## src/rtl/subleq_operand_fetch_if.sv

```systemverilog
// Operand-fetch bus: start/pc request, busy/done status, memory read port
// and the operand-register load strobes with their shared data word.
interface subleq_operand_fetch_if #(
    parameter int WORD_SIZE = 16
);
    logic                 start;
    logic [WORD_SIZE-1:0] pc;
    logic                 busy;
    logic                 done;
    logic                 mem_rd;
    logic [WORD_SIZE-1:0] mem_addr;
    logic [WORD_SIZE-1:0] mem_rdata;
    logic [WORD_SIZE-1:0] word_out;
    logic                 a_set;
    logic                 b_set;
    logic                 c_set;
    logic                 ma_set;
    logic                 mb_set;

    // Controller/memory side.
    modport master (
        output start, pc, mem_rdata,
        input  busy, done, mem_rd, mem_addr, word_out,
               a_set, b_set, c_set, ma_set, mb_set
    );

    // Fetch unit side.
    modport slave (
        input  start, pc, mem_rdata,
        output busy, done, mem_rd, mem_addr, word_out,
               a_set, b_set, c_set, ma_set, mb_set
    );
endinterface

```

## src/rtl/subleq_operand_fetch.sv

```systemverilog
// SUBLEQ operand fetch: reads A, B, C at pc..pc+2 and then mem[A], mem[B].
// Read data returns one cycle after the strobe, so every load strobe lags
// its read by one state and the last one lands in FIN with no read.
module subleq_operand_fetch #(
    parameter int WORD_SIZE = 16
) (
    input  logic                   clk,
    input  logic                   areset,
    subleq_operand_fetch_if.slave  bus
);
    typedef enum logic [2:0] {
        IDLE  = 3'd0,
        RD_A  = 3'd1,
        RD_B  = 3'd2,
        RD_C  = 3'd3,
        RD_MA = 3'd4,
        RD_MB = 3'd5,
        FIN   = 3'd6
    } state_t;

    state_t               state, state_nx;
    logic [WORD_SIZE-1:0] pc_q, a_q, b_q;
    logic [WORD_SIZE-1:0] pc_p1, pc_p2;
    logic                 any_set;

    // Address increments wrap naturally at the word width.
    assign pc_p1 = pc_q + WORD_SIZE'(1);
    assign pc_p2 = pc_q + WORD_SIZE'(2);

    // State register plus the request pc and the two pointer operands.
    always_ff @(posedge clk) begin
        if (areset) begin
            state <= IDLE;
            pc_q  <= '0;
            a_q   <= '0;
            b_q   <= '0;
        end else begin
            state <= state_nx;
            if (state == IDLE && bus.start) pc_q <= bus.pc;
            if (state == RD_B)              a_q  <= bus.mem_rdata;
            if (state == RD_C)              b_q  <= bus.mem_rdata;
        end
    end

    // Next-state and state-decoded outputs; start only steers the next state.
    always_comb begin
        state_nx     = state;
        bus.busy     = 1'b1;
        bus.done     = 1'b0;
        bus.mem_rd   = 1'b0;
        bus.mem_addr = '0;
        bus.a_set    = 1'b0;
        bus.b_set    = 1'b0;
        bus.c_set    = 1'b0;
        bus.ma_set   = 1'b0;
        bus.mb_set   = 1'b0;
        case (state)
            IDLE: begin
                bus.busy = 1'b0;
                if (bus.start) state_nx = RD_A;
            end
            RD_A: begin
                bus.mem_rd   = 1'b1;
                bus.mem_addr = pc_q;
                state_nx     = RD_B;
            end
            RD_B: begin
                bus.mem_rd   = 1'b1;
                bus.mem_addr = pc_p1;
                bus.a_set    = 1'b1;
                state_nx     = RD_C;
            end
            RD_C: begin
                bus.mem_rd   = 1'b1;
                bus.mem_addr = pc_p2;
                bus.b_set    = 1'b1;
                state_nx     = RD_MA;
            end
            RD_MA: begin
                bus.mem_rd   = 1'b1;
                bus.mem_addr = a_q;
                bus.c_set    = 1'b1;
                state_nx     = RD_MB;
            end
            RD_MB: begin
                bus.mem_rd   = 1'b1;
                bus.mem_addr = b_q;
                bus.ma_set   = 1'b1;
                state_nx     = FIN;
            end
            FIN: begin
                bus.mb_set = 1'b1;
                bus.done   = 1'b1;
                state_nx   = IDLE;
            end
            default: begin
                bus.busy = 1'b0;
                state_nx = IDLE;
            end
        endcase
    end

    // Operand word is only meaningful alongside a load strobe.
    always_comb begin
        any_set      = bus.a_set | bus.b_set | bus.c_set | bus.ma_set | bus.mb_set;
        bus.word_out = any_set ? bus.mem_rdata : '0;
    end
endmodule

```

## src/flat_wrapper.sv

```systemverilog
// flat-port wrapper written by rule: the top's interface ports become plain ports
module subleq_operand_fetch_flat 
#(
    parameter int WORD_SIZE = 16
)
  (clk, areset, bus_start, bus_pc, bus_mem_rdata, bus_busy, bus_done, bus_mem_rd, bus_mem_addr, bus_word_out, bus_a_set, bus_b_set, bus_c_set, bus_ma_set, bus_mb_set);
  subleq_operand_fetch_if #(.WORD_SIZE(WORD_SIZE)) bus_i ();
  input  logic clk;
  input  logic areset;
  input wire logic [$bits(bus_i.start)-1:0] bus_start;
  input wire logic [$bits(bus_i.pc)-1:0] bus_pc;
  input wire logic [$bits(bus_i.mem_rdata)-1:0] bus_mem_rdata;
  output wire logic [$bits(bus_i.busy)-1:0] bus_busy;
  output wire logic [$bits(bus_i.done)-1:0] bus_done;
  output wire logic [$bits(bus_i.mem_rd)-1:0] bus_mem_rd;
  output wire logic [$bits(bus_i.mem_addr)-1:0] bus_mem_addr;
  output wire logic [$bits(bus_i.word_out)-1:0] bus_word_out;
  output wire logic [$bits(bus_i.a_set)-1:0] bus_a_set;
  output wire logic [$bits(bus_i.b_set)-1:0] bus_b_set;
  output wire logic [$bits(bus_i.c_set)-1:0] bus_c_set;
  output wire logic [$bits(bus_i.ma_set)-1:0] bus_ma_set;
  output wire logic [$bits(bus_i.mb_set)-1:0] bus_mb_set;
  assign bus_i.start = bus_start;
  assign bus_i.pc = bus_pc;
  assign bus_i.mem_rdata = bus_mem_rdata;
  assign bus_busy = bus_i.busy;
  assign bus_done = bus_i.done;
  assign bus_mem_rd = bus_i.mem_rd;
  assign bus_mem_addr = bus_i.mem_addr;
  assign bus_word_out = bus_i.word_out;
  assign bus_a_set = bus_i.a_set;
  assign bus_b_set = bus_i.b_set;
  assign bus_c_set = bus_i.c_set;
  assign bus_ma_set = bus_i.ma_set;
  assign bus_mb_set = bus_i.mb_set;
  subleq_operand_fetch #(.WORD_SIZE(WORD_SIZE)) u_core (.clk(clk), .areset(areset), .bus(bus_i));
endmodule
```

## config.mk

```make
export PLATFORM = sky130hd
export DESIGN_NAME = subleq_operand_fetch_flat
export DESIGN_NICKNAME = d
export VERILOG_FILES = /design/src/rtl/subleq_operand_fetch_if.sv /design/src/rtl/subleq_operand_fetch.sv /design/src/flat_wrapper.sv
export SDC_FILE = /design/constraint.sdc
export NUM_CORES = 1
export LEC_CHECK = 0
export BUFFER_PORTS_ARGS = -buffer_cell sky130_fd_sc_hd__buf_4
export CORE_UTILIZATION = 40
export DETAILED_ROUTE_END_ITERATION = 8
export SKIP_CTS_REPAIR_TIMING = 1
export SLEW_MARGIN = 20
export SYNTH_ARGS = -nofsm -noshare
export SYNTH_HDL_FRONTEND = slang
export SYNTH_SLANG_ARGS = --single-unit
```

## constraint.sdc

```tcl
create_clock -name clk -period 2.3 [get_ports clk]
set_clock_uncertainty 0.2 [all_clocks]
set_input_delay 0.23 -clock clk [delete_from_list [all_inputs] [get_ports clk]]
set_output_delay 0.23 -clock clk [all_outputs]
set_load 0.01 [all_outputs]
```

* Word level (Yosys, flattened, before mapping) *
Cells that the tools add are included.

word-level totals
  bits in registers = 51
  output and inout bits = 40

operators by class
  multiplexer cells = 11
  equality and inequality tests = 7
  $add $sub $neg = 2
  reduce and logical (&&, ||, !) cells = 4
  bitwise logic cells = 4

operator list
  kind                     number
  $pmux W16 S5             1
  $pmux W3 S6              1
  $add A16 B1 Y16 const B  1
  $add A16 B2 Y16 const B  1
  $mux W16                 1
  $eq A3 B3 Y1 const B     3
  $mux W1                  7
  $eq A3 B2 Y1 const B     2
  $reduce_or A6 Y1         1
  $reduce_or A5 Y1         1
  $or A1 B1 Y1             4
  $eq A3 B1 Y1 const B     1
  $logic_not A3 Y1         1
  $mux W3                  1
  $ne A2 B2 Y1 const B     1
  $logic_and A1 B1 Y1      1

* Logic depth before layout (Yosys ltp) *
  word-level depth = 7
  mapped depth = 7
  gate-level depth less buffers = 5

* Worst setup path before layout *
OpenSTA, ideal clock, no wires.

  kind = register to output
  start point = register u_core.pc_q[2]
  end point = output port bus_mem_addr[12]
  stages on the path, launching flop included = 7
  path slack = 0.352 ns
  arrival time = 1.518 ns
  path buffers = 2
  path through = dfxtp_1 > buf_2 > and4_1 > clkbuf_1 > nand4_1 > xnor2_1 > a221o_1

between the ends
  longest elaborated chain between the ends = 2

ends and longest elaborated chain
  what                                                       RTL line                                                source
  start: declaration                                         subleq_operand_fetch.sv:22                              logic [WORD_SIZE-1:0] pc_q, a_q, b_q;
  start signal: assignment                                   subleq_operand_fetch.sv:39                              if (state == IDLE && bus.start) pc_q <= bus.pc;
  $add A16 B2 Y16 / $add A16 B1 Y16 (equally long branches)  subleq_operand_fetch.sv:28, subleq_operand_fetch.sv:27
  $pmux W16 S5 (*)                                           subleq_operand_fetch.sv:57                              case (state)
  end: declaration                                           flat_wrapper.sv:16                                      output wire logic [$bits(bus_i.mem_addr)-1:0] bus_mem_addr;

Every way passes the cells marked *; elsewhere a longest branch is shown, timed or not.

* Worst setup path in the final report *
  start point = register u_core.state[0]
  end point = output port bus_mem_addr[5]

between the ends
  longest elaborated chain between the ends = 2

ends and longest elaborated chain
  what                                        RTL line                    source
  start: declaration                          subleq_operand_fetch.sv:21  state_t state, state_nx;
  start signal: assignment                    subleq_operand_fetch.sv:38  state <= state_nx;
  $eq A3 B3 Y1, or another cell as far along  subleq_operand_fetch.sv:57
  $pmux W16 S5 (*)                            subleq_operand_fetch.sv:57

Marks and branches as above.

==> impl_results.md <==
* Status: finished, violations left
* Violated checks: hold timing
* Drt drc at 0
* Core outline area at 0.00729 mm²
* DP Cell Count at 570
* Sink Count at 51
* CP peak stage delay at 0.38 ns
* EDFF count, synth at 0
* Rel. slew slack at 0.624
* Depth of the worst hold-timing path at 3
* Arr. time, crit path at 1.86 ns
* Syn nets at 449
* Final core utilization at 0.609
* Hold path startpoint: bus_pc[11]
* Post-DRT Antenna Nets at 0
* RSZ-0062 raised after global routing: true
* CP Cell Sequence: buf_12 -> nand3b_1 -> inv_2 -> o2111a_1 -> o211ai_1 -> o21ai_1 -> buf_4
* Worst skew pair latency at 0.30 ns
* Nets at 560
* TritonCTS buffer count at 5
* Cell count after synthesis at 411
* Leak pwr at 1.74 nW
* Mean post-synth cell area at 7.39 µm²
* FF-to-FF Start: u_core.state[0]
* Die height at 89.1 µm
* Fin. Hold Viols at 1
* Die W at 89.1 µm
* Seq cells post-synth at 51
* Fillers at 715
* DP Worst Slack at 0.205 ns
* Hold Path Class: in2reg
* Initial antenna violation count at 0
* Num rows at 31
* GRT Total Usage at 0.227
* Vias per inst at 5.44
* Detailed Routing Iterations Pass 1 at 5
* R2R setup slack at 0.39 ns
* Power Density at 473 mW/mm²
* Starting Density at 0.416
* DP Wirelength at 6.38 mm
* Layout area overhead at 46.2%
* First-pass GRT wire length at 13.7 mm
* Non-filler cells, final at 622
* Vias in the first global route at 2,793
* Fin Hold WS at -0.0197 ns
* Max-slew violation count at 0
* Worst Hold Path EP: u_core.pc_q[11]
* CP endpoint kind: output pin
* Final WS setup at 0.00695 ns
* Largest net degree at the start of global routing at 52
* RePlAce Congestion at 0.893
* CP Max Fanout at 11
* Die ar. at 0.00794 mm²
* Crit path max-delay cell type: dfxtp_4
* Root buf cell: clkbuf_8
* Ys Warns at 0
* Met1 wire length at 4.41 mm
* DR top layer: met4
* Vias at 3,381
* Setup violations, final at 0
* Async S/R FF share, synth at 0
* DR iter-0 viols at 206
* Setup TNS at 0 ns
* I/O pin cnt at 75
* Final wirelength at 9.84 mm
* DR WL met3 at 541 µm
* Slew @ Worst Pin at 0.564 ns
* Element type at the critical path start: flip-flop
* Sequential area share after synthesis at 0.336
* Path depth of the worst reg2reg path at 5
* Synth unique cells at 52
* Power after layout at 2.10 mW
* Peak supply drop at 239 µV
* F_max at 0.436 GHz
* R2r endpoint: u_core.pc_q[10]
* Max Cap Violations at 0
* Ys flop type: dfxtp_1
* Fin area at 0.00444 mm²
* Critical path type: reg2out
* WL per Instance at 15.8 µm
* DP Area at 0.00373 mm²
* Worst Path Required at 1.87 ns
* # diodes at 0
* Htree depth at 2
* Worst-path clk slew at 0.09 ns
* Met2 routed WL at 4.69 mm
* Share of post-route cells with drive strength above 1 at 0.302
* Longest Clk Path Bufs at 2
* Tmin final at 2.29 ns
* Final worst-path cycle share at 0.997
* Cell Area, Synth at 0.00304 mm²
* Port bufs at 74
* CTS tree: yes
* GRT overflow at 0
## critical path: cells and delay by family, from the launching register on
kind            cells  cell delay, ns
flops               1            0.38
compound gates      3            0.60
simple gates        1            0.16
buf+inv             3            0.43
## cell families (layout without fill, tap and decap cells)
| group | Yosys count | in the layout | share of synthesized area |
|---|---|---|---|
| simple gates | 178 | 178 | 0.277 |
| buf+inv | 43 | 155 | 0.0655 |
| compound gates | 109 | 109 | 0.222 |
| flops | 51 | 51 | 0.336 |
| xor+xnor | 9 | 9 | 0.0260 |
| fa+ha+maj | 3 | 3 | 0.0124 |
| mux | 18 | 18 | 0.0606 |
## cell type report
type,count,area [µm²],share of cell area
clock buffers,5,68.8,0.0155
clock inverters,3,15.0,0.00338
inverters,4,20.0,0.00451
multi-input cells,317,1910,0.430
flip-flops and latches,51,1050,0.236
well taps,99,124,0.0279
repair buffers,143,1250,0.282
## flip-flops by register name, summed over array words and instances (netlist names)
signal	flops
u_core.a_q	16
u_core.b_q	16
u_core.pc_q	16
u_core.state	3
## layer usage
metal	up-vias	GRT usage
met1	1565	0.304
met3	25	0.0277
met4	0	0.0765
met2	140	0.380
li1	1651	-
met5	-	0
## where the power goes
group          total (mW)  switching, mW  internal [mW]
Sequential          0.978         0.0491          0.929
Combinational       0.615          0.305          0.310
Clock               0.508          0.299          0.209
Total                2.10          0.653           1.45
## placed cells by master, fill, tap and decap left out, types with 5 or more instances in the layout
cell,n
dfxtp_1,40
a21oi_1,58
nand3_1,9
clkbuf_8,5
buf_6,6
dlygate4sd3_1,31
buf_4,100
nand2_1,106
dfxtp_4,5
dfxtp_2,6
and2_1,18
o21ai_0,5
a31oi_1,6
xnor2_1,5
and4_1,7
nor2_1,11
o211ai_1,7
mux2i_1,15
## how the worst max path moves through the flow
stage / startpoint / end / cells past startpoint
after global placement: u_core.state[0] / bus_mem_addr[15] / 6
after detailed placement: u_core.pc_q[2] / bus_mem_addr[13] / 6
after CTS: u_core.pc_q[2] / bus_mem_addr[13] / 6
after global routing: u_core.state[0] / bus_mem_addr[5] / 7
after floorplan: u_core.pc_q[2] / bus_mem_addr[12] / 6
final: u_core.state[0] / bus_mem_addr[5] / 7
## cells in the mapped netlist (2+ instances only)
library cell,n,share of area
a211oi_1,3,0.0074
a21oi_1,60,0.099
a221o_1,3,0.0099
a22oi_1,3,0.0074
a31oi_1,6,0.012
and2_1,18,0.037
and3_1,5,0.010
and4_1,8,0.023
buf_2,18,0.030
buf_4,2,0.0049
clkbuf_1,17,0.021
dfxtp_1,51,0.34
ha_1,3,0.012
inv_1,3,0.0037
mux2_2,3,0.011
mux2i_1,15,0.049
nand2_1,107,0.13
nand2b_1,4,0.0082
nand3_1,10,0.016
nand3b_1,3,0.0074
nand4_1,2,0.0041
nor2_1,11,0.014
nor2b_1,3,0.0062
nor3_2,2,0.0066
o211ai_1,7,0.017
o21ai_0,6,0.0099
o21ai_1,2,0.0033
o221ai_1,2,0.0058
o22ai_1,4,0.0082
xnor2_1,5,0.014
xor2_1,4,0.012
No activity file was read; power rests on OpenSTA's default activity.
